### src/rtl/decoder_msg_packer.sv
// ---------------------------------------------------------------------------
// decoder_msg_packer
//
// Packs the serial message stream coming out of the constant-weight decoder
// into OUT_W-bit parallel words. The first received bit lands in the MSB.
// Words leave through a 2-entry FIFO on a valid/ready handshake.
//
// The decoder cannot be stalled, so:
//   - an ordinary full word that finds the FIFO full is dropped and the
//     sticky overflow flag is raised;
//   - the final word of a message is never dropped; it is parked in the
//     shift register and retried every cycle until the FIFO has room.
//
// Ports
//   clk        system clock, rising edge
//   rst_b      asynchronous active-low reset
//   start      one-cycle pulse, begins a new message (clears everything)
//   bin_msg    decoded message bit
//   msg_rdy    bin_msg is valid this cycle
//   msg_done   one-cycle pulse, message complete
//   out_word   packed word, MSB-aligned
//   out_valid  out_word / out_last / out_nbits are valid
//   out_ready  consumer accepts the word when high together with out_valid
//   out_last   this word is the final word of the message
//   out_nbits  number of valid bits in out_word
//   overflow   sticky, a full word was dropped because the FIFO was full
//   busy       high whenever the packer is not idle
// ---------------------------------------------------------------------------
module decoder_msg_packer #(
  parameter int OUT_W = 8,
  parameter int CNT_W = 4
) (
  input  logic             clk,
  input  logic             rst_b,
  input  logic             start,
  input  logic             bin_msg,
  input  logic             msg_rdy,
  input  logic             msg_done,
  output logic [OUT_W-1:0] out_word,
  output logic             out_valid,
  input  logic             out_ready,
  output logic             out_last,
  output logic [CNT_W-1:0] out_nbits,
  output logic             overflow,
  output logic             busy
);

  // One FIFO entry is {word, last, nbits}.
  localparam int ENT_W = OUT_W + CNT_W + 1;
  localparam logic [CNT_W-1:0] FULL_CNT = CNT_W'(OUT_W);
  localparam logic [CNT_W-1:0] LAST_CNT = CNT_W'(OUT_W - 1);

  typedef enum logic [1:0] {
    IDLE,
    COLLECT,
    FLUSH,
    DRAIN
  } state_t;

  state_t state;
  state_t state_next;

  logic [OUT_W-1:0] sreg;
  logic [OUT_W-1:0] sreg_next;
  logic [CNT_W-1:0] cnt;
  logic [CNT_W-1:0] cnt_next;

  // Shift register / counter as they would look with this cycle's bit included.
  logic [OUT_W-1:0] bit_sreg;
  logic [CNT_W-1:0] bit_cnt;
  logic             word_full;
  logic [CNT_W-1:0] shamt;
  logic [OUT_W-1:0] final_word;

  logic [ENT_W-1:0] fifo_mem [2];
  logic             rd_ptr;
  logic             wr_ptr;
  logic [1:0]       fifo_cnt;
  logic [ENT_W-1:0] head;

  logic             pop;
  logic             can_push;
  logic             push_req;
  logic             push_en;
  logic [ENT_W-1:0] push_data;
  logic             ovf_set;

  // FIFO head drives the outputs; everything reads zero while the FIFO is
  // empty so nothing stale shows after a reset or a start.
  assign head      = fifo_mem[rd_ptr];
  assign out_valid = (fifo_cnt != 2'd0);
  assign out_word  = out_valid ? head[ENT_W-1 -: OUT_W] : '0;
  assign out_last  = out_valid ? head[CNT_W] : 1'b0;
  assign out_nbits = out_valid ? head[CNT_W-1:0] : '0;
  assign busy      = (state != IDLE);

  // A push fits if the FIFO is not full, or if the head leaves this cycle.
  assign pop      = out_valid && out_ready;
  assign can_push = (fifo_cnt != 2'd2) || pop;
  assign push_en  = push_req && can_push;

  // Bit-level datapath: the shifted register and count with the current bit,
  // and the left-aligned version used for a final partial word. With zero
  // bits the shift is OUT_W, which yields the all-zero marker word.
  always_comb begin
    bit_sreg = sreg;
    bit_cnt  = cnt;
    if (msg_rdy) begin
      bit_sreg = {sreg[OUT_W-2:0], bin_msg};
      bit_cnt  = cnt + 1'b1;
    end
    word_full  = msg_rdy && (cnt == LAST_CNT);
    shamt      = FULL_CNT - bit_cnt;
    final_word = bit_sreg << shamt;
  end

  // Next-state logic. start overrides everything else in the same cycle.
  // While parked in FLUSH, sreg holds the final word and cnt its bit count.
  always_comb begin
    state_next = state;
    sreg_next  = sreg;
    cnt_next   = cnt;
    push_req   = 1'b0;
    push_data  = '0;
    ovf_set    = 1'b0;

    case (state)
      IDLE: begin
      end

      COLLECT: begin
        sreg_next = bit_sreg;
        cnt_next  = bit_cnt;
        if (msg_done) begin
          push_req  = 1'b1;
          push_data = {final_word, 1'b1, bit_cnt};
          if (can_push) begin
            state_next = DRAIN;
            cnt_next   = '0;
          end else begin
            state_next = FLUSH;
            sreg_next  = final_word;
            cnt_next   = bit_cnt;
          end
        end else if (word_full) begin
          push_req  = 1'b1;
          push_data = {bit_sreg, 1'b0, FULL_CNT};
          cnt_next  = '0;
          if (!can_push) begin
            ovf_set = 1'b1;
          end
        end
      end

      FLUSH: begin
        push_req  = 1'b1;
        push_data = {sreg, 1'b1, cnt};
        if (can_push) begin
          state_next = DRAIN;
          cnt_next   = '0;
        end
      end

      DRAIN: begin
        // Leave as soon as the last entry is being popped.
        if ((fifo_cnt == 2'd0) || ((fifo_cnt == 2'd1) && pop)) begin
          state_next = IDLE;
        end
      end

      default: begin
        state_next = IDLE;
      end
    endcase

    if (start) begin
      state_next = COLLECT;
      sreg_next  = '0;
      cnt_next   = '0;
      push_req   = 1'b0;
      ovf_set    = 1'b0;
    end
  end

  // Control state, shift register, bit counter and the sticky overflow flag.
  always_ff @(posedge clk or negedge rst_b) begin
    if (!rst_b) begin
      state    <= IDLE;
      sreg     <= '0;
      cnt      <= '0;
      overflow <= 1'b0;
    end else begin
      state <= state_next;
      sreg  <= sreg_next;
      cnt   <= cnt_next;
      if (start) begin
        overflow <= 1'b0;
      end else if (ovf_set) begin
        overflow <= 1'b1;
      end
    end
  end

  // Two-entry FIFO. When full, a push and a pop in the same cycle write into
  // the slot that is being vacated, so nothing is lost.
  always_ff @(posedge clk or negedge rst_b) begin
    if (!rst_b) begin
      fifo_mem[0] <= '0;
      fifo_mem[1] <= '0;
      rd_ptr      <= 1'b0;
      wr_ptr      <= 1'b0;
      fifo_cnt    <= 2'd0;
    end else if (start) begin
      rd_ptr   <= 1'b0;
      wr_ptr   <= 1'b0;
      fifo_cnt <= 2'd0;
    end else begin
      if (push_en) begin
        fifo_mem[wr_ptr] <= push_data;
        wr_ptr           <= ~wr_ptr;
      end
      if (pop) begin
        rd_ptr <= ~rd_ptr;
      end
      case ({push_en, pop})
        2'b10:   fifo_cnt <= fifo_cnt + 2'd1;
        2'b01:   fifo_cnt <= fifo_cnt - 2'd1;
        default: fifo_cnt <= fifo_cnt;
      endcase
    end
  end

endmodule

### config.mk
export PLATFORM = sky130hd
export DESIGN_NAME = decoder_msg_packer
export DESIGN_NICKNAME = d
export VERILOG_FILES = /design/src/rtl/decoder_msg_packer.sv
export SDC_FILE = /design/constraint.sdc
export NUM_CORES = 1
export LEC_CHECK = 0
export BUFFER_PORTS_ARGS = -buffer_cell sky130_fd_sc_hd__buf_4
export CORE_MARGIN = 3
export CORE_UTILIZATION = 45
export CTS_CLUSTER_DIAMETER = 60
export DETAILED_ROUTE_END_ITERATION = 10
export SLEW_MARGIN = 20
export SYNTH_ARGS = -nofsm -noshare
export SYNTH_HDL_FRONTEND = slang
export SYNTH_SLANG_ARGS = --single-unit
export TNS_END_PERCENT = 30
### constraint.sdc
create_clock -name clk -period 9 [get_ports clk]
set_input_delay 1.8 -clock clk [delete_from_list [all_inputs] [get_ports clk]]
set_output_delay 1.8 -clock clk [all_outputs]
set_load 0.05 [all_outputs]
Word level (Yosys, flattened, before mapping). Index checks and enable logic that the tools add are counted. Widths: inputs -> output; s select.

Add/subtract/negate cells: 4. Multiplexer cells: 47. Shift operators: 1. Equal/unequal tests: 11. Bitwise logic cells: 5. Reduce and logical (&&, ||, !) cells: 20. $lt $le $gt $ge: 3.

Operators with widths (number): $mux 13 (6); $mux 8 (6); $mux 4 (7); $bwmux 26 (1); $pmux 13 s2 (1); $mux 1 (16); $demux 13 s1 (1); $reduce_bool 2->1 (6); $mux 2 (5); $ne 3x3->1 const B (3); $pmux 4 s2 (1); $shl 8x4->8 (1); $eq 2x1->1 const B (3); $eq 2x2->1 const B (3); $pmux 2 s3 (1); $reduce_bool 3->1 (2); $logic_and 1x1->1 (5); $add 4x1->4 const B (1); $eq 4x3->1 const B (1); $ge 2x2->1 const B (2); $not 1->2 (2); $pmux 2 s2 (1); $reduce_and 2->1 (2); $reduce_and 4->1 (1); other kinds (10) (13).

Logic and storage cells: 100. Output and inout port bits: 16. Register bits after elaboration: 45.

Logic depth before layout (Yosys ltp).
Word-level depth: 10. Depth in mapped cells: 11. Depth with buffers taken out: 9.

Worst setup path before layout. OpenSTA, ideal clock, no wires.

Path type: input-to-reg. Start point: input msg_rdy. End point: register fifo_mem[10] (netlist name). Path slack: 4.340 ns. Stages: 11. Arrival time: 4.578 ns. Library setup time: 0.082 ns. Cells stage by stage: buf_4 buf_2 buf_1 mux2i_1 ha_1 xor2_4 xnor2_2 mux2_4 mux2_4 or4_4 a31oi_1.

Longest elaborated chain between the ends: 7. Elaborated cells between the ends (all ways): 15.

RTL lines: start: declaration (RTL line 37) `input logic msg_rdy,`; parallel branches: the longest is 7 deep, another holds $sub 4x4->4; end signal: indexed assignment (RTL line 219) `fifo_mem[wr_ptr] <= push_data;`; end: declaration (RTL line 75) `logic [ENT_W-1:0] fifo_mem [2];`.

Parallel ways; which one is timed is not known. A chain may end at the register's enable or synchronous reset.

Worst setup path after layout. Ends and elaborated chain as after synthesis.

==> results.toml <==
[status]
status = "finished clean"

[timing]
grt_setup_unrepaired = "false"
fin_skew_ps = 3.346
relSlewSlack_pct = 43.17
slew_violations = 0
hold_viol = 0
timing.fmax_mhz = 238.5
fin_crit_sh_pct = 46.59
min_period_ps = 4193
setup_slack_ps = 4807
setup_viol_count_final = 0
finalSetupTns_ps = 0
worstMarginPinSlew_ps = 846.0

[clock_tree]
clkSinkCount = 45
root_buffer = "clkbuf_8"
cts_hold_buf = 0
clk_pin_slew_worst_paths_ps = 90
ctsResizeCount = 0
cts_setup_buffers = 0
cts_max_level = 2
clk_path_buf_depth = 2
cts_buffers = 5
clk_latency_ps = 300
cts_tree = "done"

[power]
seqPwrFrac_pct = 30.7
p_per_area_nw_per_um2 = 310.7
switching_share_pct = 47.40
intPower_uw = 556.3
switching_power_uw = 501.2
leakagePower_nw = 1.411
pwr-share-clk_pct = 15.7
p_comb_share_pct = 53.6
vdd_drop_max_mv = 0.1150

[logic_synthesis]
synthTopCellsByArea = "dfrtp_1 (36%), mux2i_1 (7.3%), nor2_1 (4.9%), o21ai_0 (4.8%), nand2_1 (4.5%)"
ys_async_sr_fraction_pct = 100.0
synth-seq-area-share_pct = 35.69
syn_area_um2 = 3156
yosys_register_bits = 45
synth_top_area_share_pct = 35.69
syn_avg_cell_area_um2 = 8.693
synth_edf_count = 0
ys_top_cells_by_count = "dfrtp_1 (45), nor2_1 (41), nand2_1 (38)"
yosysUniqueCellTypes = 62
yosys_most_used_dff = "dfrtp_1"
syn-num-nets = 379
yosysMostFrequentCell = "dfrtp_1"
yosysTopAreaCell = "dfrtp_1"
yosysWarnings = 0
syn_inst = 363

[job]
drv_cap = 0

[floorplanning]
die_area_um2 = 8053
io_pins = 23
coreArea_um2 = 6568
initial_utilization_pct = 48.05
die_h_um = 89.74
die_w_um = 89.74
row_count = 29

[route]
vias_per_cell = 5.621
routedWlPerCell_um = 16.61
vias = 2597
ant_nets = 0
drt_pass1_iterations = 4
drc = 0
wirelength_um = 7672
drtIter0Drc = 160

[global_routing]
grt_max_degree = 46
grt-ovfl-total = 0
grt_pass1_wl_um = 12920
grt_pass1_vias = 2480
antenna_found_initial = 0
grt_usage_pct = 19.41

[finish]
multi_input_area_um2 = 1834
insertedDiodeCount = 0
layout.area.seq_um2 = 1126
fill_cells = 651
final_nets = 384
area_delta_synth_final_pct = 7.851
drive_gt1_share_pct = 14.91
design_area_um2 = 3403
final_util_pct = 51.82

[placed_design]
io_buffers = 22
place_ws_ps = 4501
hpwl_um = 5345
placed_area_um2 = 3283
place_congestion = 0.8828

[worst_hold_path]
min-delay-path-class = "reg -> reg"

[critical_path]
critical_path_buf_inv_count = 1
crit_top_cell = "mux2_4"
worst_path_max_delay_cell = "or4_4"
max_stage_delay_ps = 480
worstPathRequired_ps = 9230
cp_top_family = "multiplexers"
path_cells = "buf_4 > mux2i_1 > ha_1 > xor2_4 > xnor2_2 > mux2_4 > mux2_4 > or4_4 > a31oi_1"
worst_setup_path_start_kind = "input pin"
path_class = "in -> reg"
arrival_ps = 4430
end_kind = "flop"
crit_fanout = 30
power by group through the flow:
stage	Sequential [mW]	Clock (mW)	Combinational, mW
global route	0.336	0.179	0.623
global placement	0.326	0	0.564
finish	0.325	0.166	0.566
floorplan	0.301	0	0.468
CTS	0.324	0.171	0.567
detailed placement	0.329	0	0.564
through the flow:
| step | power [mW] | cells | hold WS (ps) |
|---|---|---|---|
| final | 1.057 | 462 | 486.7 |
| after global routing | 1.138 | 462 | 513.6 |
| after CTS | 1.062 | 462 | 491.5 |
| after detailed placement | 0.8932 | 454 | 470.2 |
| after global placement | 0.8905 | 454 | 460.6 |
| after floorplan | 0.7685 | 363 | 449.2 |
cell usage in the layout, fill, tap and decap left out, types with 2 or more instances in the layout:
cell,Yosys,routed
nor3_1,11,11
xor2_1,3,3
a32o_1,2,2
nor2_1,41,41
o32ai_1,2,2
nor2b_1,5,5
o31ai_1,6,6
nand2b_1,7,7
buf_4,1,22
and3_1,2,2
o21ai_0,30,30
o22ai_1,3,3
and2_1,6,6
nand3_1,4,4
ha_1,9,9
mux2_4,2,2
a21oi_1,26,26
and2_2,4,4
clkbuf_8,2,6
a211o_1,2,2
mux2i_1,23,23
inv_1,10,10
a32oi_1,2,2
or2b_2,2,2
dfrtp_1,45,45
mux2_2,5,5
nand2_1,38,38
a31oi_1,14,14
or3_1,3,3
xnor2_1,3,3
a211oi_1,2,2
worst register-to-register path, stage by stage, from the launching register on:
cell	delay [ps]
dfrtp_1	830
ha_1	370
mux2i_1	260
ha_1	300
xor2_4	110
xnor2_2	320
mux2_4	350
mux2_4	270
or4_4	480
a31oi_1	170
metal layers:
layer	part of all wire, %	wire length (µm)	GRT usage (%)	vias up
met5	0	0	0	-
met4	0.86	66	6.641	0
met3	4.7	363	3.422	6
met2	44	3394	28.95	78
met1	50	3848	28.37	1210
li1	-	-	-	1303
kinds of logic (layout without fill, tap and decap cells):
group / after synthesis / in the layout / share of synthesized area (%)
buffers and inverters: 35 / 41 / 6.186
adders and majority gates: 9 / 9 / 3.569
and+or+nand+nor: 135 / 135 / 21.10
xor gates and xnor gates: 8 / 8 / 3.054
DFF: 45 / 45 / 35.69
muxes: 30 / 30 / 10.03
AOI/OAI and AO/OA: 101 / 101 / 20.38
sequential cells by signal (all words and copies together) (netlist names):
| register | flops |
|---|---|
| cnt | 4 |
| fifo_mem | 26 |
| overflow | 1 |
| state | 2 |
| wr_ptr | 1 |
| fifo_cnt | 2 |
| rd_ptr | 1 |
| sreg | 8 |
worst paths after layout:
kind | start | end | slack (ps) | depth (start not counted)
max in group asynchronous | rst_b | sreg[6]$_DFFE_PN0P_ | 7090 | 1
setup reg to reg | cnt[0]$_DFFE_PN0P_ | fifo_mem[10]$_DFFE_PN0P_ | 5470 | 9
setup / recovery | msg_rdy | fifo_mem[10]$_DFFE_PN0P_ | 4810 | 9
hold reg to reg | fifo_mem[4]$_DFFE_PN0P_ | fifo_mem[4]$_DFFE_PN0P_ | 490 | 2
hold / removal | fifo_mem[4]$_DFFE_PN0P_ | fifo_mem[4]$_DFFE_PN0P_ | 490 | 2
min in group asynchronous | rst_b | fifo_mem[0]$_DFFE_PN0P_ | 1490 | 1
area by class of cell:
| class | count | share of cell area [%] |
|---|---|---|
| Sequential cell | 45 | 33.09 |
| Tap cell | 93 | 3.419 |
| Clock buffer | 6 | 2.426 |
| Inverter | 11 | 1.213 |
| Multi-Input combinational cell | 283 | 53.90 |
| Timing Repair Buffer | 22 | 4.853 |
| Clock inverter | 2 | 1.103 |
(Power assumes the default switching activity.)
